<file path="config.mk">
export PLATFORM = sky130hd
export DESIGN_NAME = mba_seq_mult
export DESIGN_NICKNAME = d
export VERILOG_FILES = /design/src/rtl/mba_pkg.sv /design/src/rtl/booth_pp_gen.sv /design/src/rtl/mba_seq_mult.sv
export SDC_FILE = /design/constraint.sdc
export NUM_CORES = 1
export LEC_CHECK = 0
export CORE_AREA = 5 5 99 55
export DETAILED_ROUTE_END_ITERATION = 7
export DIE_AREA = 0 0 104 60
export GPL_TIMING_DRIVEN = 0
export PLACE_DENSITY = 0.82
export SYNTH_ARGS = -nofsm -noshare
export SYNTH_HDL_FRONTEND = slang
export SYNTH_SLANG_ARGS = --single-unit
</file>
<file path="constraint.sdc">
create_clock -name clock -period 5 [get_ports clock]
set_clock_uncertainty 0.2 [all_clocks]
set_input_delay 1 -clock clock [delete_from_list [all_inputs] [get_ports clock]]
set_output_delay 1 -clock clock [all_outputs]
set_load 0.05 [all_outputs]
</file>
<file path="src/rtl/mba_pkg.sv">
// Shared types for the radix-4 Booth multiplier: digit/state enums and helpers.
package mba_pkg;

  typedef enum logic [2:0] {ZERO, POS1, POS2, NEG1, NEG2} booth_dig_e;

  typedef enum logic [1:0] {IDLE, CALC, DONE} state_e;

  // Radix-4 retires two multiplier bits per digit.
  function automatic int ndig(input int width);
    return (width + 1) / 2;
  endfunction

  function automatic booth_dig_e booth_decode(input logic [2:0] win);
    case (win)
      3'b001, 3'b010: return POS1;
      3'b011:         return POS2;
      3'b100:         return NEG2;
      3'b101, 3'b110: return NEG1;
      default:        return ZERO;
    endcase
  endfunction

endpackage

</file>
<file path="src/rtl/booth_pp_gen.sv">
// Combinational Booth partial product: 3-bit multiplier window selects 0/+-A/+-2A.
// Result is unshifted; the caller aligns it to the digit position.
module booth_pp_gen
  import mba_pkg::*;
#(
  parameter int W = 10
) (
  input  logic [2:0]   win,
  input  logic [W-1:0] a_ext,
  output logic [W-1:0] pp
);

  always_comb begin
    pp = '0;
    case (booth_decode(win))
      POS1:    pp = a_ext;
      POS2:    pp = a_ext << 1;
      NEG1:    pp = -a_ext;
      NEG2:    pp = -(a_ext << 1);
      default: pp = '0;
    endcase
  end

endmodule

</file>
<file path="src/rtl/mba_seq_mult.sv">
// Sequential radix-4 Booth multiplier, one digit per cycle; result NDIG+1 cycles after accept.
// No backpressure: operands arriving while busy are dropped and flagged on overrun.
module mba_seq_mult
  import mba_pkg::*;
#(
  parameter int MBA_SIZE_IN  = 5,
  parameter int MBA_SIZE_OUT = 10
) (
  input  logic                    clock,
  input  logic                    reset,
  input  logic [MBA_SIZE_IN-1:0]  MBA_A,
  input  logic [MBA_SIZE_IN-1:0]  MBA_B,
  input  logic                    MBA_val,
  output logic [MBA_SIZE_OUT-1:0] MBA_out,
  output logic                    MBA_out_val,
  output logic                    busy,
  output logic                    overrun
);

  localparam int NDIG = ndig(MBA_SIZE_IN);
  localparam int BW   = 2 * NDIG;
  localparam int IW   = (NDIG > 1) ? $clog2(NDIG) : 1;

  if (MBA_SIZE_OUT != 2 * MBA_SIZE_IN) begin : g_bad_width
    $error("mba_seq_mult: MBA_SIZE_OUT must equal 2*MBA_SIZE_IN");
  end
  if (MBA_SIZE_IN < 2) begin : g_bad_in
    $error("mba_seq_mult: MBA_SIZE_IN must be at least 2");
  end

  state_e                  state_q, state_d;
  logic [IW-1:0]           idx_q, idx_d;
  logic [MBA_SIZE_OUT-1:0] a_q, a_d;
  logic [BW:0]             b_q, b_d;
  logic [MBA_SIZE_OUT-1:0] acc_q, acc_d;
  logic [MBA_SIZE_OUT-1:0] out_q, out_d;
  logic                    out_val_q, out_val_d;
  logic                    busy_q, busy_d;
  logic                    overrun_q, overrun_d;

  logic [2:0]              win;
  logic [MBA_SIZE_OUT-1:0] pp;
  logic [MBA_SIZE_OUT-1:0] pp_sh;
  logic [MBA_SIZE_OUT-1:0] acc_sum;
  logic                    accept;

  // b_q carries the implicit b[-1]=0 in bit 0, so digit i's window starts at bit 2i.
  assign win     = 3'(b_q >> (2 * idx_q));
  assign pp_sh   = pp << (2 * idx_q);
  assign acc_sum = acc_q + pp_sh;
  assign accept  = MBA_val && (state_q != CALC);

  booth_pp_gen #(.W(MBA_SIZE_OUT)) u_pp_gen (
    .win   (win),
    .a_ext (a_q),
    .pp    (pp)
  );

  always_comb begin
    state_d   = state_q;
    idx_d     = idx_q;
    a_d       = a_q;
    b_d       = b_q;
    acc_d     = acc_q;
    out_d     = out_q;
    out_val_d = 1'b0;
    overrun_d = 1'b0;

    case (state_q)
      CALC: begin
        acc_d     = acc_sum;
        overrun_d = MBA_val;
        if (idx_q == IW'(NDIG - 1)) begin
          state_d   = DONE;
          out_d     = acc_sum;
          out_val_d = 1'b1;
        end else begin
          idx_d = idx_q + IW'(1);
        end
      end
      DONE:    state_d = IDLE;
      default: state_d = IDLE;
    endcase

    // A new operand pair may start in the same cycle the previous result is presented.
    if (accept) begin
      state_d = CALC;
      idx_d   = '0;
      acc_d   = '0;
      a_d     = MBA_SIZE_OUT'($signed(MBA_A));
      b_d     = {BW'($signed(MBA_B)), 1'b0};
    end

    busy_d = (state_d == CALC);
  end

  always_ff @(posedge clock) begin
    if (reset) begin
      state_q   <= IDLE;
      idx_q     <= '0;
      a_q       <= '0;
      b_q       <= '0;
      acc_q     <= '0;
      out_q     <= '0;
      out_val_q <= 1'b0;
      busy_q    <= 1'b0;
      overrun_q <= 1'b0;
    end else begin
      state_q   <= state_d;
      idx_q     <= idx_d;
      a_q       <= a_d;
      b_q       <= b_d;
      acc_q     <= acc_d;
      out_q     <= out_d;
      out_val_q <= out_val_d;
      busy_q    <= busy_d;
      overrun_q <= overrun_d;
    end
  end

  assign MBA_out     = out_q;
  assign MBA_out_val = out_val_q;
  assign busy        = busy_q;
  assign overrun     = overrun_q;

endmodule

</file>
==> reports/results.tsv, run 1 <==
metric	value	unit
dpl_cell_area	2690	um2
mostFrequentLayoutCell	nand2_1	
clk_latency	300	ps
dr_total_vias	2248	
port_buffers	25	
tightest_slew	711	ps
crit_top_cell	o21a_1	
rows	18	
critPathMaxFanout	10	
grt_use_met2	0.266	
relSlewSlack	0.526	
seq_area_frac_synth	0.313	
path_class	reg2reg	
ios	26	
grt_pass1_wl	9920	um
hold_buffers	0	
cp-startpoint	idx_q[0]$_SDFFE_PP0P_	
worstPathArrival	4350	ps
ctsHtreeMaxLevel	2	
numCtsBuffers	5	
grtUsageMet1	0.314	
final_area	2780	um2
hold_end	MBA_out[1]$_SDFFE_PP0P_	
crit_chain	clkbuf_1 -> or3b_2 -> a21oi_1 -> a21o_1 -> a22oi_1 -> o21ai_1 -> o211ai_1 -> o31ai_1 -> ha_1 -> o21a_1 -> o21a_1 -> o22ai_1 -> o21a_1 -> xor3_1 -> a211oi_2	
core	4590	um2
final_cell_mix	nand2_1 (64), dfxtp_1 (37), a21oi_1 (36)	
cpPeakStageDelay	600	ps
grt_pass1_vias	1945	
rrSetupSlack	680	ps
hold_violations	0	
cts_setup_buffers	0	
post_drt_wl_per_cell	15.0	um
drive_gt1_frac	0.0469	
totalWireLength	6000	um
synth_edf_count	0	
die_w	104	um
path_clk_slew	80	ps
start_util	0.515	
hold_path.class	reg2reg	
syn_area_per_cell	7.68	um2
path_delay_family	compound AO/OA/AOI/OAI gates	
dieArea	6240	um2
drv_slew	0	
synth.cell_area	2360	um2
grt_overflow	0	
track_usage	0.202	
maxCapViolCount	0	
startpoint_type	flop	
root_buffer	clkbuf_8	
ys_ff_latch	37	
vdd_ir_drop_max	0.138	mV
power_leakage	1.04	nW
cp.required	5030	ps
first_pass_iters	5	
r2r-start	idx_q[0]$_SDFFE_PP0P_	
drt_iter0_markers	175	
ys_types	55	
drcViolationCount	0	
die_y	60	um
cts_sinks	37	
synth-warning-count	0	
grt-busiest-layer	met1	
ys_async_sr_fraction	0	
grt_max_degree	13	
gr-usage-met3	0.0593	
routed_via_density	5.61	
rsz0062_at_grt	false	
cp_num_buf_inv	1	
diodes	0	
hold_depth	2	
antenna_found_initial	0	
clock_path_buffers	2	
hpwl	4750	um
post_cts_resized	0	
tns	0	ps
crit_slowest_cell	a21oi_1	
setup.worst_path.end_class	flop	
power.density	254	nW/um2
status	complete, no violations	
tritoncts	done	
fmax	231	MHz
min_period	4320	ps
hold_start	MBA_out[1]$_SDFFE_PP0P_	
fin_nets	366	
finalCritPeriodShare	0.865	
ys.flop_type	dfxtp_1	
synthCells	308	
ant_nets	0	
rr_worst_depth	15	
routabilityCongestion	0.948	
area_delta_synth_final	17.5	%
setup_viol	0	
rr_endpoint	MBA_out[9]$_SDFFE_PP0P_	
syn-num-nets	334	
[worst max-delay path by stage]
stage | depth (start not counted) | to
after global placement | 15 | acc_q[8]$_SDFFE_PP0P_
after detailed placement | 15 | acc_q[8]$_SDFFE_PP0P_
after global routing | 16 | acc_q[9]$_SDFFE_PP0P_
after floorplan | 15 | acc_q[8]$_SDFFE_PP0P_
after CTS | 15 | MBA_out[9]$_SDFFE_PP0P_
final | 15 | MBA_out[9]$_SDFFE_PP0P_
[tightest hold or removal path: cells and delay by family (launching register included)]
kind / cells / cell delay [ps]
flip-flops: 1 / 310
AND/OR/NAND/NOR: 1 / 50
AO/OA/AOI/OAI: 1 / 50
[kinds of logic after synthesis]
family	share of synthesized area
adder cells (fa/ha/maj)	0.0720
flip-flops	0.313
multiplexers	0.0317
XOR/XNOR	0.0397
AO/OA/AOI/OAI	0.243
AND/OR/NAND/NOR	0.255
buffers and inverters	0.0450
[Yosys cell counts, drive strengths merged, types with 2 or more instances]
cell | n | area share
nand2 | 64 | 0.10
a21oi | 37 | 0.083
dfxtp | 37 | 0.31
nor2 | 25 | 0.040
o21ai | 16 | 0.034
clkbuf | 15 | 0.024
ha | 12 | 0.063
xnor2 | 8 | 0.030
nor3 | 7 | 0.015
inv | 6 | 0.0095
mux2i | 6 | 0.025
o21a | 6 | 0.019
nand2b | 5 | 0.013
a211oi | 4 | 0.015
a21o | 4 | 0.013
and2 | 4 | 0.011
nand3 | 4 | 0.0085
o22ai | 4 | 0.011
and3b | 3 | 0.011
buf | 3 | 0.012
nor2b | 3 | 0.0079
nor3b | 3 | 0.012
a211o | 2 | 0.0074
a21boi | 2 | 0.011
a22oi | 2 | 0.0063
nor4b | 2 | 0.0074
o211a | 2 | 0.0085
or3 | 2 | 0.0053
[sequential cells by signal (all words and copies together), names as in the netlist]
register,count
MBA_out,10
acc_q,10
a_q,5
b_q,5
idx_q,2
state_q,2
MBA_out_val,1
busy,1
overrun,1
[metrics by stage]
step,util,power [W],instances,hold slack [ps],worst slack [ps]
2_1_floorplan,-,0.000442,308,241,1350
3_3_place_gp,0.586,0.000486,393,243,810
3_5_place_dp,0.586,0.000489,393,249,769
4_1_cts,0.605,0.000701,401,260,730
5_1_grt,0.605,0.000738,401,284,391
6_report,0.605,0.000704,401,259,677
[metal layers]
| metal | share of wire | vias to the layer above |
|---|---|---|
| met1 | 0.54 | 1020 |
| li1 | - | 1141 |
| met4 | 0.0067 | 0 |
| met3 | 0.083 | 5 |
| met2 | 0.37 | 82 |
| met5 | 0 | - |
[report_power, final]
group	switching, W	internal [W]
Clock	0.000121	0.0000984
Sequential	0.0000102	0.000305
Combinational	0.000101	0.0000685
[final cells by class]
cell class              instances  area (um2)
fillers                       441        1820
multi-input cells             247        1520
flip-flops and latches         37         741
repair buffers                 25         250
plain buffers                  18        83.8
well taps                      60        75.1
clock buffers                   6        72.6
inverters                       6        22.5
clock inverters                 2        15.0
Note: power is estimated with default switching activity, not from simulation.
==> inputs of run 2 (changes only) <==
--- a/config.mk
+++ b/config.mk
@@ -5,6 +5,7 @@
 export SDC_FILE = /design/constraint.sdc
 export NUM_CORES = 1
 export LEC_CHECK = 0
+export CAP_MARGIN = 20
 export CORE_AREA = 5 5 99 55
 export DETAILED_ROUTE_END_ITERATION = 7
 export DIE_AREA = 0 0 104 60
==> results of run 2 <==
Final layout, timing and power as in run 1 (identical DEF).
==> variant (flow settings as in run 2) <==
Re-encode `state_e` (3 states) as one-hot, 3 bits wide.
--- a/src/rtl/mba_pkg.sv
+++ b/src/rtl/mba_pkg.sv
@@ -5,3 +5,3 @@
 
-  typedef enum logic [1:0] {IDLE, CALC, DONE} state_e;
+  typedef enum logic [2:0] {IDLE = 3'b001, CALC = 3'b010, DONE = 3'b100} state_e;
 
Function: same outputs for any inputs over 10 cycles, from zero or initial values and one cycle with reset high; not proved beyond that.
==> variant against run 2 <==
Sequential share of layout area is 0.76 points higher. Worst setup slack worse by 260 ps. Final area is 0.14% lower. Total power is 7.3% lower. Area after synthesis is 0.48% lower. Via count is 1.9% lower. Sequential cell count is 1 higher. Die area stayed put. Critical path depth is 1 lower. Highest routed layer unchanged. Final cell count is 2.0% lower. Routed wire length hardly changed. First-iteration DRC count is 12% lower.
==> variant: results (changes against run 2) <==
- Worst slack, placed: 477 ps (was 769 ps)
- Clock share of power: 33.9% (was 31.2%)
- Total GRT Usage: 19.7% (was 20.2%)
- Post-synthesis sequential area ratio: 32.3% (was 31.3%)
- Placed wire-length estimate: 4.71 mm (was 4.75 mm)
- WL met1: 3.12 mm (was 3.24 mm)
- WHS Endpoint: MBA_out[7] (was MBA_out[1])
- Synth Area in Compound Gates: 22.1% (was 24.3%)
- Status: finished, final reports clean (unchanged)
- P_leak: 1.06 nW (was 1.04 nW)
- # nets final: 358 (was 366)
- Combinational power share: 17.4% (was 24.1%)
- R2r worst-path depth: 14 (was 15)
- P per Cell Area: 235 nW/µm² (was 254 nW/µm²)
- Post-synthesis mux area share: 4.68% (was 3.17%)
- Slew headroom: 49.1% (was 52.6%)
- Global-route wire length before repair: 9.73 mm (was 9.92 mm)
- Final wirelength: 6.00 mm (about the same)
- DR iter-0 viols: 154 (was 175)
- WL met3: 627 µm (was 495 µm)
- Syn Inst Count: 300 (was 308)
- Global Route met3 Usage: 7.87% (was 5.93%)
- Post-Synth Adder-Cell Area: 7.23% (was 7.20%)
- Worst hold margin: 257 ps (was 259 ps)
- Gpl congestion: 0.894 (was 0.948)
- Share of layout cells above drive strength 1: 7.81% (was 4.69%)
[variant: cell types whose count changed in the layout (fill, tap and decap cells not counted), sizes merged, moves of 3 or more]
| cell | run 2 | this run |
|---|---|---|
| o21ai | 16 | 11 |
| xor2 | 0 | 3 |
| clkbuf | 21 | 18 |
| o22ai | 4 | 1 |
| mux2 | 1 | 5 |
| nor2 | 25 | 22 |
[variant: worst reg2reg max path, cell delays in order, from the launching register on]
cell       delay, ps
dfxtp_1          420
buf_6            170
clkbuf_1         380
o211ai_1         140
a2bb2oi_1        600
nand2_1          230
a21oi_1          290
ha_1             290
a21o_1           190
a21oi_1          210
o21ai_0          160
o41ai_1          530
o21a_1           260
xor3_1           250
a211oi_2         210
[variant: layout make-up]
cell class / instances / area [µm²]
Buffer: 17 / 76.3
Clock buffer: 6 / 82.6
Clock inverter: 2 / 12.5
Fill cell: 417 / 1820
Inverter: 6 / 22.5
Multi-Input combinational cell: 239 / 1490
Sequential cell: 38 / 761
Tap cell: 60 / 75.1
Timing Repair Buffer: 25 / 250
